$ cat src/rtl/alg_sched_pkg.sv
// Shared types for the ECG sample scheduler: FSM state encoding and the
// RR result record carried through the output FIFO.
package alg_sched_pkg;

  typedef enum logic [1:0] {
    ST_IDLE   = 2'd0,
    ST_WARMUP = 2'd1,
    ST_ACTIVE = 2'd2,
    ST_DRAIN  = 2'd3
  } sched_state_e;

  localparam int unsigned RR_WIDTH      = 22;
  localparam int unsigned RR_FIFO_DEPTH = 4;
  localparam int unsigned RR_FIFO_PTR_W = $clog2(RR_FIFO_DEPTH);

  typedef struct packed {
    logic [RR_WIDTH-1:0] period;
    logic [RR_WIDTH-1:0] location;
  } rr_result_t;

endpackage

$ cat src/rtl/sync_fifo.sv
// Single-clock FIFO with registered full/empty flags and a registered head
// output that already shows the next entry in the cycle after a pop/push.
module sync_fifo #(
  parameter int unsigned WIDTH = 8,
  parameter int unsigned DEPTH = 4
)(
  input  logic             clk,
  input  logic             rst,
  input  logic             push,
  input  logic             pop,
  input  logic [WIDTH-1:0] din,
  output logic [WIDTH-1:0] dout,
  output logic             full,
  output logic             empty
);

  localparam int unsigned PW = (DEPTH > 1) ? $clog2(DEPTH) : 1;
  localparam logic [PW:0] FULL_CNT = (PW+1)'(DEPTH);

  logic [WIDTH-1:0] mem [DEPTH];
  logic [PW-1:0]    wr_ptr, rd_ptr, rd_next;
  logic [PW:0]      count, count_next;
  logic             do_push, do_pop, head_is_new;

  always_comb begin
    do_pop      = pop & ~empty;
    do_push     = push & (~full | do_pop);
    rd_next     = rd_ptr + PW'(do_pop);
    count_next  = count + (PW+1)'(do_push) - (PW+1)'(do_pop);
    // after this cycle the head is the entry being written right now
    head_is_new = (count == (PW+1)'(do_pop));
  end

  always_ff @(posedge clk) begin
    if (do_push) mem[wr_ptr] <= din;
  end

  always_ff @(posedge clk) begin
    if (rst) begin
      wr_ptr <= '0;
      rd_ptr <= '0;
      count  <= '0;
      full   <= 1'b0;
      empty  <= 1'b1;
      dout   <= '0;
    end else begin
      if (do_push) wr_ptr <= wr_ptr + PW'(1);
      rd_ptr <= rd_next;
      count  <= count_next;
      full   <= (count_next == FULL_CNT);
      empty  <= (count_next == '0);
      if (count_next != '0) dout <= head_is_new ? din : mem[rd_next];
    end
  end

endmodule

$ cat src/rtl/alg_sample_scheduler.sv
// Paces ADC samples into alg_core at a fixed tick rate, sequences the core
// through warm-up/active/drain, and queues RR results on a valid/ready stream.
module alg_sample_scheduler
  import alg_sched_pkg::*;
#(
  parameter int unsigned DATA_WIDTH      = 11,
  parameter int unsigned CTR_WIDTH       = RR_WIDTH,
  parameter int unsigned CLK_DIV         = 1000,
  parameter int unsigned TIMEOUT_SAMPLES = 720,
  parameter int unsigned FIFO_DEPTH      = RR_FIFO_DEPTH
)(
  input  logic                         i_clk,
  input  logic                         i_rst,
  input  logic                         i_enable,
  input  logic signed [DATA_WIDTH-1:0] i_adc_sample,
  input  logic                         i_adc_valid,
  output logic                         o_adc_ready,
  output logic                         o_ce,
  output logic signed [DATA_WIDTH-1:0] o_ecg_signal,
  output logic                         o_ecg_signal_valid,
  output logic [CTR_WIDTH-1:0]         o_ctr,
  input  logic [CTR_WIDTH-1:0]         i_rr_period,
  input  logic [CTR_WIDTH-1:0]         i_r_peak_location,
  input  logic                         i_rr_period_updated,
  input  logic                         i_th_initialised,
  output logic [CTR_WIDTH-1:0]         o_rr_data,
  output logic [CTR_WIDTH-1:0]         o_rr_loc,
  output logic                         o_rr_valid,
  input  logic                         i_rr_ready,
  output logic [1:0]                   o_state,
  output logic                         o_underrun,
  output logic                         o_overflow,
  output logic                         o_asystole
);

  localparam int unsigned TW = $clog2(CLK_DIV);
  localparam logic [TW-1:0] TICK_LAST = TW'(CLK_DIV - 1);
  localparam int unsigned AW = $clog2(TIMEOUT_SAMPLES + 1);
  localparam logic [AW-1:0] AS_LIMIT = AW'(TIMEOUT_SAMPLES);

  sched_state_e state_q, state_d;
  logic [TW-1:0] tick_cnt;
  logic [AW-1:0] asys_cnt, asys_cnt_d;
  logic signed [DATA_WIDTH-1:0] hold_q;
  logic hold_full, hold_full_d;
  logic running, start, accept, tick, issue;
  logic rr_push, rr_pop, rr_drop, fifo_full, fifo_empty;
  rr_result_t rr_in, rr_head;

  always_comb begin
    running = (state_q == ST_WARMUP) || (state_q == ST_ACTIVE);
    start   = (state_q == ST_IDLE) && i_enable;
    accept  = i_adc_valid & o_adc_ready;
    tick    = running && (tick_cnt == TICK_LAST);
    // a sample accepted on the tick cycle is forwarded straight through
    issue   = tick & (hold_full | accept);
    hold_full_d = issue ? 1'b0 : (hold_full | accept);
    rr_pop  = ~fifo_empty & i_rr_ready;
    rr_push = i_rr_period_updated & (state_q != ST_IDLE);
    rr_drop = rr_push & fifo_full & ~rr_pop;

    state_d = state_q;
    unique case (state_q)
      ST_IDLE:   if (i_enable) state_d = ST_WARMUP;
      ST_WARMUP: if (!i_enable) state_d = ST_DRAIN;
                 else if (i_th_initialised) state_d = ST_ACTIVE;
      ST_ACTIVE: if (!i_enable) state_d = ST_DRAIN;
      ST_DRAIN:  if (fifo_empty) state_d = ST_IDLE;
      default:   state_d = ST_IDLE;
    endcase

    asys_cnt_d = asys_cnt;
    if ((state_q != ST_ACTIVE) || i_rr_period_updated) asys_cnt_d = '0;
    else if (o_ecg_signal_valid && (asys_cnt < AS_LIMIT)) asys_cnt_d = asys_cnt + AW'(1);
  end

  always_ff @(posedge i_clk) begin
    if (i_rst) begin
      state_q            <= ST_IDLE;
      tick_cnt           <= '0;
      asys_cnt           <= '0;
      hold_q             <= '0;
      hold_full          <= 1'b0;
      o_adc_ready        <= 1'b0;
      o_ce               <= 1'b0;
      o_ecg_signal       <= '0;
      o_ecg_signal_valid <= 1'b0;
      o_ctr              <= '0;
      o_underrun         <= 1'b0;
      o_overflow         <= 1'b0;
      o_asystole         <= 1'b0;
    end else begin
      state_q            <= state_d;
      asys_cnt           <= asys_cnt_d;
      hold_full          <= hold_full_d;
      o_adc_ready        <= (state_d != ST_IDLE) & ~hold_full_d;
      o_ce               <= (state_d != ST_IDLE);
      o_ecg_signal_valid <= issue;
      o_asystole         <= (state_d == ST_ACTIVE) && (asys_cnt_d >= AS_LIMIT);
      if (accept) hold_q <= i_adc_sample;
      if (issue) o_ecg_signal <= hold_full ? hold_q : i_adc_sample;

      if (start) tick_cnt <= '0;
      else if (running) tick_cnt <= tick ? '0 : tick_cnt + TW'(1);

      if (start) o_ctr <= '0;
      else if (o_ecg_signal_valid) o_ctr <= o_ctr + CTR_WIDTH'(1);

      if (start) o_underrun <= 1'b0;
      else if (tick && !hold_full && !accept) o_underrun <= 1'b1;

      if (start) o_overflow <= 1'b0;
      else if (rr_drop) o_overflow <= 1'b1;
    end
  end

  assign rr_in.period   = RR_WIDTH'(i_rr_period);
  assign rr_in.location = RR_WIDTH'(i_r_peak_location);

  sync_fifo #(
    .WIDTH ($bits(rr_result_t)),
    .DEPTH (FIFO_DEPTH)
  ) u_rr_fifo (
    .clk   (i_clk),
    .rst   (i_rst),
    .push  (rr_push),
    .pop   (rr_pop),
    .din   (rr_in),
    .dout  (rr_head),
    .full  (fifo_full),
    .empty (fifo_empty)
  );

  assign o_rr_valid = ~fifo_empty;
  assign o_rr_data  = CTR_WIDTH'(rr_head.period);
  assign o_rr_loc   = CTR_WIDTH'(rr_head.location);
  assign o_state    = state_q;

endmodule

$ cat config.mk
export PLATFORM = sky130hd
export DESIGN_NAME = alg_sample_scheduler
export DESIGN_NICKNAME = d
export VERILOG_FILES = /design/src/rtl/alg_sched_pkg.sv /design/src/rtl/sync_fifo.sv /design/src/rtl/alg_sample_scheduler.sv
export SDC_FILE = /design/constraint.sdc
export NUM_CORES = 1
export LEC_CHECK = 0
export BUFFER_PORTS_ARGS = -buffer_cell sky130_fd_sc_hd__buf_2
export CAP_MARGIN = 20
export CORE_UTILIZATION = 45
export CTS_BUF_LIST = sky130_fd_sc_hd__clkbuf_8
export DETAILED_ROUTE_END_ITERATION = 6
export SYNTH_ARGS = -nofsm -noshare
export SYNTH_HDL_FRONTEND = slang
export SYNTH_SLANG_ARGS = --single-unit
$ cat constraint.sdc
create_clock -name i_clk -period 3.7 [get_ports i_clk]
set_input_delay 0.555 -clock i_clk [delete_from_list [all_inputs] [get_ports i_clk]]
set_output_delay 0.555 -clock i_clk [all_outputs]
set_load 0.02 [all_outputs]
==> results.cfg, run 1 <==
[finish]
fillers = 2222
fin_area_mm2 = 0.0142
drive_gt1_share_pct = 26.4
fin_nets = 1131
syn_to_final_growth_pct = 17.3
seqCellArea_mm2 = 0.00781
multi_input_area_mm2 = 0.00396

[grt]
grt_pass1_wl_mm = 40.3
antenna_found_initial = 1
grt_pass1_vias = 7472
track_usage_pct = 18.3
grt_max_degree = 90
grt-ovfl-total = 0

[run_status]
outcome = finished, violations left
violations = design-rule violations

[synthesis]
syn_area_mm2 = 0.0121
synth_flop_cell = edfxtp_1
seq_area_frac_synth_pct = 64.6
synth_top_area_cell = edfxtp_1
synth_most_common_cell = edfxtp_1
synth_top_area_share_pct = 43.7
ys_types = 56
synth.ff_latch_count = 302
synth_edf_count = 176
avgSynthCellArea_um2 = 13.5
netlist_top_cells_count = edfxtp_1 (176), nand2_1 (128), dfxtp_1 (126)
synth_nets = 972
synth_warnings = 0
netlist_instances = 895
synthTopCellsByArea = edfxtp_1 (44%), dfxtp_1 (21%), mux4_2 (5.4%)
async_flop_share_pct = 0

[sta]
setup_tns_ns = 0
drv_slew = 0
final-hold-violation-count = 0
maxSlewHeadroom_pct = 51.9
fin_crit_ns = 3.21
fmax_ghz = 0.311
rsz0062_at_grt = no
finalSetupViolCount = 0
finalClockSkew_ns = 0.0299
period_share_pct = 86.8
hold_ws_ns = 0.206
worstMarginPinSlew_ns = 0.721

[placed_design]
io_buffers = 147
dp_hpwl_mm = 14.2
place.gp.congestion = 0.805
placed_area_mm2 = 0.0132

[critical_path]
cp_data_arrival_time_ns = 3.66
cp.required_ns = 4.15
crit_fanout = 89
rr_worst_depth = 14
r2r_slack_ns = 0.49
end_kind = register
crit_end = u_rr_fifo.dout[16]$_SDFFE_PP0N_
cp-startpoint = o_state[0]$_SDFF_PP0_
timing.rr.end = u_rr_fifo.dout[16]$_SDFFE_PP0N_
rr_startpoint = o_state[0]$_SDFF_PP0_
startpoint_type = register
crit_type = reg2reg

[floorplanning]
io_pins = 148
die-area_mm2 = 0.0275
die_w_um = 166
chipHeight_um = 166
core-area_mm2 = 0.0262
initial_utilization_pct = 46.1
rows = 59

[cts]
h-tree-depth = 2
cts_resized = 0
postCtsHoldBufs = 0
cts_sinks = 302
cts_tree = yes
tritoncts.num_buffers = 50
postCtsSetupBuffers = 0
clk_path_buf_depth = 3
path_clk_slew_ns = 0.06
cts-root-buf = clkbuf_8
clock_latency_ns = 0.58

[power]
p_sw_mw = 3.82
pwr-share-seq_pct = 39.4
vdd_drop_max_v = 0.000599
combPwrFrac_pct = 33.7
netSwitchingFraction_pct = 35.4
pwr-share-clk_pct = 26.9
power_mw = 10.8
powerDensity_mw_per_mm2 = 761
internal_power_mw = 6.98
leakage_nw = 5.26

[min_path]
hold_class = in2reg

[routing]
drtIter0Drc = 483
wl_mm = 24.9
vias = 7545
antenna_left = 0
viasPerCell = 5.27
wire_per_inst_um = 17.4
remaining_drc_errors = 20
first_pass_iters = 7

[job]
drv_cap = 0
[per-layer routing]
| layer | part of all wire [%] | GRT usage, % | up-vias | wire length, µm |
|---|---|---|---|---|
| li1 | - | - | 3638 | - |
| met1 | 46 | 24.9 | 3678 | 11400 |
| met2 | 47 | 29.3 | 183 | 11700 |
| met3 | 5.4 | 4.34 | 44 | 1350 |
| met4 | 1.9 | 5.57 | 2 | 462 |
| met5 | 0.052 | 0 | - | 13 |
[metrics by stage]
stage	setup slack (ns)	std cells	utilization (%)
after global routing	0.195	1431	54.1
after CTS	0.485	1431	54.1
after detailed placement	0.563	1337	50.2
after floorplan	0.579	895	-
final	0.488	1432	54.1
after global placement	0.673	1337	50.2
[worst min-delay path by stage]
stage | from | to | slack, ns | cells past startpoint
after floorplan | hold_q[0]$_SDFFE_PP0P_ | hold_q[0]$_SDFFE_PP0P_ | 0.44 | 2
after global placement | hold_q[6]$_SDFFE_PP0P_ | hold_q[6]$_SDFFE_PP0P_ | 0.44 | 2
after detailed placement | hold_q[6]$_SDFFE_PP0P_ | hold_q[6]$_SDFFE_PP0P_ | 0.45 | 2
after CTS | i_rr_period[7] | u_rr_fifo.mem[1][29]$_DFFE_PP_ | 0.16 | 1
after global routing | i_rr_period[3] | u_rr_fifo.mem[0][25]$_DFFE_PP_ | 0.18 | 1
final | i_rr_period[7] | u_rr_fifo.mem[1][29]$_DFFE_PP_ | 0.21 | 1
[cell type report]
type | instances | share of cell area (%)
well taps | 335 | 2.95
clock buffers | 65 | 6.31
inverters | 15 | 0.397
multi-input cells | 526 | 27.9
flip-flops and latches | 302 | 55.0
clock inverters | 29 | 0.935
diodes | 1 | 0.0176
repair buffers | 159 | 6.46
[worst max-delay path: stages (launching register included)]
cell and delay [ns]:
dfxtp_1 0.42, inv_1 0.09, ha_1 0.26, nand2b_1 0.19, a21oi_1 0.14, buf_4 0.18
ha_1 0.15, inv_1 0.05, fa_1 0.37, xor2_1 0.16, xnor2_1 0.17, nand3b_1 0.15
buf_12 0.35, nor2_1 0.08, a311oi_1 0.30
[power by group through the flow]
stage	sequential, mW	combinational [mW]	clock, mW
4_1_cts	4.26	3.72	2.99
6_report	4.26	3.64	2.90
3_3_place_gp	4.33	3.63	0
5_1_grt	4.31	4.04	3.15
3_5_place_dp	4.33	3.71	0
2_1_floorplan	4.52	2.53	0
[placed cells by master, fill, tap and decap left out, types with 7 or more instances in the layout]
cell / count
nor3_1: 9
mux4_2: 29
nor2_2: 8
nand3_1: 10
xnor2_1: 22
clkbuf_8: 65
a211oi_2: 8
mux4_1: 15
nor2_1: 102
a21oi_1: 26
inv_1: 37
nand2_1: 128
mux2i_1: 13
buf_2: 146
nand4_1: 10
buf_12: 7
ha_1: 13
edfxtp_1: 176
o21ai_0: 7
a311oi_1: 45
xor2_1: 14
dfxtp_1: 126
[sequential cells by signal (all words and copies together) (netlist names), 3 cells and up]
signal and cells:
o_ecg_signal 11, asys_cnt 10, u_rr_fifo.mem 176, tick_cnt 10, u_rr_fifo.dout 44, o_ctr 22, hold_q 11, u_rr_fifo.count 3
[cell families after synthesis]
family / synth area share (%)
and+or+nand+nor: 12.0
DFF: 64.6
buffers and inverters: 2.82
xor gates and xnor gates: 2.84
muxes: 9.74
adders and majority gates: 1.61
AOI/OAI and AO/OA: 6.39
(Power assumes the default switching activity.)
==> inputs of run 2 (changes only) <==
- ABC_AREA: default -> 1
==> run 2 against run 1 <==
The flow still finishes with violations (design-rule violations). Sequential power decreased by 4%. Power increased by 1.8%. First-iteration DRC count increased by 14%. Utilization decreased by 0.12 points. Largest power group unchanged. Critical path type unchanged.
==> results.cfg, run 2 <==
[run_status]
outcome = finished, violations left
violations = design-rule violations

[grt]
grt-ovfl-total = 0
grt_max_degree = 89
grt_pass1_vias = 8833
grt_pass1_wl_mm = 46.2
track_usage_pct = 20.6
antenna_found_initial = 4

[sta]
drv_slew = 0
setup_ws_ns = 0.783
setup_tns_ns = 0
maxSlewHeadroom_pct = 42.3
finalClockSkew_ns = 0.0245
fmax_ghz = 0.343
period_share_pct = 78.8
final-hold-violation-count = 0
worstMarginPinSlew_ns = 0.862
rsz0062_at_grt = no
fin_crit_ns = 2.92
finalSetupViolCount = 0
hold_ws_ns = 0.221

[routing]
wl_mm = 28.6
viasPerCell = 5.17
vias = 9202
first_pass_iters = 7
drtIter0Drc = 549
antenna_left = 0
wire_per_inst_um = 16.1
remaining_drc_errors = 4

[synthesis]
ys_types = 31
synth_top_area_share_pct = 43.0
netlist_top_cells_count = nand2_1 (326), nand3_1 (196), edfxtp_1 (176)
syn_area_mm2 = 0.0123
synth_nets = 1317
synth_warnings = 0
netlist_instances = 1240
synth_edf_count = 176
async_flop_share_pct = 0
seq_area_frac_synth_pct = 63.6
avgSynthCellArea_um2 = 9.91
synth_top_area_cell = edfxtp_1
synthTopCellsByArea = edfxtp_1 (43%), dfxtp_1 (21%), nand2_1 (10%)
synth_flop_cell = edfxtp_1
synth_most_common_cell = nand2_1
synth.ff_latch_count = 302

[critical_path]
crit_type = reg2reg
cp_data_arrival_time_ns = 3.36
slowest_stage = dfxtp_1
cp.required_ns = 4.14
worstPathCellList = inv_1 > ha_1 > nor2_1 > nand2_1 > inv_1 > ha_1 > inv_1 > fa_1 > xnor2_1 > xor2_1 > nand3_4 > buf_4 > o211a_1
crit_path_frequent_cell = inv_1
critPathTopFamily = adder cells
end_kind = register
startpoint_type = register
crit_fanout = 43
critPathBufInv = 4
r2r_slack_ns = 0.78
crit_path_max_incr_delay_ns = 0.43

[power]
pwr-share-clk_pct = 27.5
combPwrFrac_pct = 35.1
powerDensity_mw_per_mm2 = 757
leakage_nw = 6.18
netSwitchingFraction_pct = 36.8
internal_power_mw = 6.95
p_sw_mw = 4.04
pwr-share-seq_pct = 37.4
power_mw = 11.0
vdd_drop_max_v = 0.000835

[finish]
seqCellArea_mm2 = 0.00781
syn_to_final_growth_pct = 18.2
largestRegisters = u_rr_fifo.mem x176, u_rr_fifo.dout x44, o_ctr x22
largest_register_ffs = 176
final_cell_mix = nand2_1 (326), nand3_1 (196), edfxtp_1 (176)
drive_gt1_share_pct = 18.0
fin_nets = 1471
fin_area_mm2 = 0.0145
final_common_cell = nand2_1
largest_register = u_rr_fifo.mem
fillers = 2414
fin_cells = 1780
utilization_pct = 54.0
multi_input_area_mm2 = 0.00403

[placed_design]
dp_hpwl_mm = 16.4
io_buffers = 147
placed_area_mm2 = 0.0134
pre_cts_slack_ns = 0.596
dp.cells = 1683
place.gp.congestion = 0.832

[floorplanning]
io_pins = 148
die_w_um = 167
initial_utilization_pct = 45.7
rows = 60
die-area_mm2 = 0.0280
chipHeight_um = 167
core-area_mm2 = 0.0269

[min_path]
hold_class = in2reg

[cts]
clock_latency_ns = 0.57
clk_path_buf_depth = 3
path_clk_slew_ns = 0.06
cts-root-buf = clkbuf_8
tritoncts.num_buffers = 50
h-tree-depth = 2
postCtsHoldBufs = 0
cts_tree = yes
cts_resized = 0
postCtsSetupBuffers = 0
cts_sinks = 302

[job]
drv_cap = 0
==> run 2: cell types whose count changed after synthesis, sizes merged, moves of 18 or more <==
| cell | change |
|---|---|
| a311oi | -45 |
| xnor2 | -18 |
| inv | +49 |
| o21ai | +34 |
| clkbuf | +19 |
| nand3 | +185 |
| nand2 | +198 |
| o211a | +41 |
| mux4 | -44 |
==> run 2: path summary, 6_finish.rpt <==
path,from,end,depth (start not counted)
max,o_state[1]$_SDFF_PP0_,u_rr_fifo.dout[11]$_SDFFE_PP0N_,13
min,i_rr_period[20],u_rr_fifo.mem[1][42]$_DFFE_PP_,1
max reg2reg,o_state[1]$_SDFF_PP0_,u_rr_fifo.dout[11]$_SDFFE_PP0N_,13
min reg2reg,o_underrun$_SDFFE_PP0P_,o_underrun$_SDFFE_PP0P_,2
==> run 2: worst reg2reg max path: cells and delay by family, from the launching register on <==
kind | cells | cell delay [ns]
buffers and inverters | 4 | 0.49
flip-flops | 1 | 0.43
AND/OR/NAND/NOR | 3 | 0.36
adder cells (fa/ha/maj) | 3 | 0.75
XOR/XNOR | 2 | 0.46
AO/OA/AOI/OAI | 1 | 0.29
==> run 2: area by class of cell <==
cell class	count	share of cell area, %
clock inverter	31	1.41
clock buffer	63	5.97
antenna	3	0.0517
tap	341	2.94
multi-input combinational	809	27.8
sequential	302	53.8
timing repair buffer	165	6.34
inverter	66	1.71
==> run 2: power groups by stage <==
stage	combinational, mW	sequential, mW	clock (mW)
2_1_floorplan	2.45	4.40	0
5_1_grt	4.33	4.15	3.25
4_1_cts	3.93	4.12	3.11
3_5_place_dp	3.92	4.19	0
3_3_place_gp	3.84	4.18	0
6_report	3.85	4.11	3.02
==> run 2: per-layer routing <==
| metal | global-route usage [%] | up-vias | part of all wire (%) |
|---|---|---|---|
| met2 | 33.9 | 196 | 48 |
| li1 | - | 4583 | - |
| met3 | 4.73 | 38 | 5.2 |
| met1 | 27.2 | 4383 | 46 |
| met4 | 6.22 | 2 | 1.4 |
| met5 | 0 | - | 0.038 |
==> run 2: cells by family (layout without fill, tap and decap cells) <==
logic type	after synthesis	after routing	synth area share [%]
xor+xnor	16	16	1.20
flops	302	302	63.6
simple gates	652	652	22.5
fa+ha+maj	15	15	1.59
other cells	0	3	0
compound gates	126	126	7.13
buf+inv	129	325	4.06
==> inputs of run 3 (changes only) <==
- ABC_AREA: 1 -> 0
- PLACE_DENSITY: default -> 0.67
- clock period: 3.7 -> 2.6 ns (I/O delays scaled with it)
==> run 3 against run 2 <==
The flow finishes with violations (design-rule violations, negative setup slack). Clock power rose by 33%. Fmax increased by 9.9%. Die area decreased by 1.5%. Non-clock buffer count is 31 higher. First-iteration DRC count increased by 1.8%. Largest cell class unchanged. Wire length shrank 11%. Count of clock-buffer cells in the layout decreased by 8.
==> results.cfg, run 3 (synthesized netlist as in run 1, its figures left out) <==
[run_status]
outcome = finished, violations left
violations = design-rule violations, negative setup slack

[placed_design]
dp_hpwl_mm = 14.5
pre_cts_slack_ns = -0.172
io_buffers = 147
place.gp.congestion = 0.798

[finish]
drive_gt1_share_pct = 36.2
largestRegisters = u_rr_fifo.mem x176, u_rr_fifo.dout x44, o_ctr x22
diodes = 0
final_cell_mix = edfxtp_1 (176), buf_2 (147), nand2_1 (128)
largest_register = u_rr_fifo.mem
largest_register_ffs = 176
fin_nets = 1167
syn_to_final_growth_pct = 24.0
final_common_cell = edfxtp_1

[cts]
cts_tree = yes
clk_path_buf_depth = 3
cts_sinks = 302
path_clk_slew_ns = 0.06
cts-root-buf = clkbuf_8
tritoncts.num_buffers = 49
h-tree-depth = 2
clock_latency_ns = 0.58
postCtsHoldBufs = 0

[grt]
antenna_found_initial = 0
grt_pass1_vias = 7533
grt-ovfl-total = 0
gr-usage-met3_pct = 4.39
grt_max_degree = 50
grt_most_used_layer = met2
grt_pass1_wl_mm = 39.6
grt_use_met2_pct = 29.6
track_usage_pct = 17.9
use_met1_pct = 23.4

[floorplanning]
core-area_mm2 = 0.0262
die_w_um = 166
initial_utilization_pct = 46.1
rows = 59
die-area_mm2 = 0.0275
io_pins = 148
chipHeight_um = 166

[min_path]
hold_class = in2reg
hold_end = u_rr_fifo.mem[2][1]$_DFFE_PP_
holdPathStages = 1
min-delay-start = i_r_peak_location[1]

[critical_path]
r2r_slack_ns = -0.05
startpoint_type = register
end_kind = register
crit_fanout = 5
cp_data_arrival_time_ns = 3.12
timing.rr.end = u_rr_fifo.dout[11]$_SDFFE_PP0N_
crit_type = reg2reg
rr_worst_depth = 14
cp.required_ns = 3.06
rr_startpoint = o_state[1]$_SDFF_PP0_

[job]
drv_cap = 0

[routing]
remaining_drc_errors = 13
first_pass_iters = 7
drtIter0Drc = 559
viasPerCell = 5.31
wire_per_inst_um = 17.3
antenna_left = 0
wl_mm = 25.3
vias = 7780

[power]
powerDensity_mw_per_mm2 = 1230
vdd_drop_max_v = 0.000877
leakage_nw = 5.50
power_mw = 18.5

[sta]
fin_crit_ns = 2.65
period_share_pct = 102
finalSetupViolCount = 23
finalClockSkew_ns = 0.0226
drv_slew = 0
rsz0062_at_grt = yes
setup_ws_ns = -0.0548
fmax_ghz = 0.377
maxSlewHeadroom_pct = 53.3
worstMarginPinSlew_ns = 0.693
final-hold-violation-count = 0
run 3: worst max-delay path by stage:
stage,start,endpoint,slack [ns],cells after the start
CTS,o_state[0]$_SDFF_PP0_,u_rr_fifo.dout[11]$_SDFFE_PP0N_,-0.04,15
finish,o_state[1]$_SDFF_PP0_,u_rr_fifo.dout[11]$_SDFFE_PP0N_,-0.05,14
floorplan,o_state[0]$_SDFF_PP0_,u_rr_fifo.dout[42]$_SDFFE_PP0N_,-0.01,14
detailed placement,i_rr_ready,u_rr_fifo.dout[7]$_SDFFE_PP0N_,-0.17,14
global route,o_state[1]$_SDFF_PP0_,u_rr_fifo.dout[11]$_SDFFE_PP0N_,-0.18,14
global placement,i_rr_ready,u_rr_fifo.dout[41]$_SDFFE_PP0N_,-0.09,15
run 3: metrics by stage:
stage	setup TNS (ns)	cell area (µm²)	hold slack, ns	instances	util [%]
finish	-0.467	15000	0.0474	1465	57.2
global route	-4.81	15000	0.0246	1465	57.2
CTS	-0.351	14500	0.00962	1454	55.4
floorplan	-0.145	12200	0.436	895	-
detailed placement	-5.93	13400	0.446	1358	51.3
global placement	-3.57	13400	0.441	1358	51.3
run 3: power by group:
group          total [mW]  internal [mW]  switching [mW]
sequential           6.11           5.76           0.353
clock                4.03           2.16            1.87
combinational        8.32           3.98            4.35
total                18.5           11.9            6.57
run 3: cell type report:
cell class,instances,area (µm²)
clock buffer,55,757
inverter,15,61.3
clock inverter,36,220
multi-input combinational,526,4340
fill,2105,11200
tap,335,419
timing repair buffer,196,1380
sequential,302,7820
run 3: worst max-delay path: stages (launching register included):
cell       delay (ns)
dfxtp_4          0.35
inv_4            0.04
ha_4             0.16
nand2b_4         0.16
a21oi_4          0.14
ha_2             0.19
inv_2            0.04
fa_2             0.32
xor2_1           0.15
xnor2_1          0.21
nand3b_1         0.11
buf_6            0.16
buf_12           0.15
clkbuf_16        0.16
a311oi_2         0.22
run 3: per-layer routing:
layer | up-vias | share of wire (%)
met3 | 44 | 5.6
met2 | 209 | 48
met4 | 0 | 1.9
li1 | 3729 | -
met5 | - | 0
met1 | 3798 | 44
run 3: timing repair:
action | in CTS | in global routing
buffers inserted | 4 | 6
setup endpoints to repair | 43 | 44
gates resized for setup | 11 | 74
pin swaps | 12 | 16
cloned | 1 | 5
endpoints found under the hold margin | 0 | 0
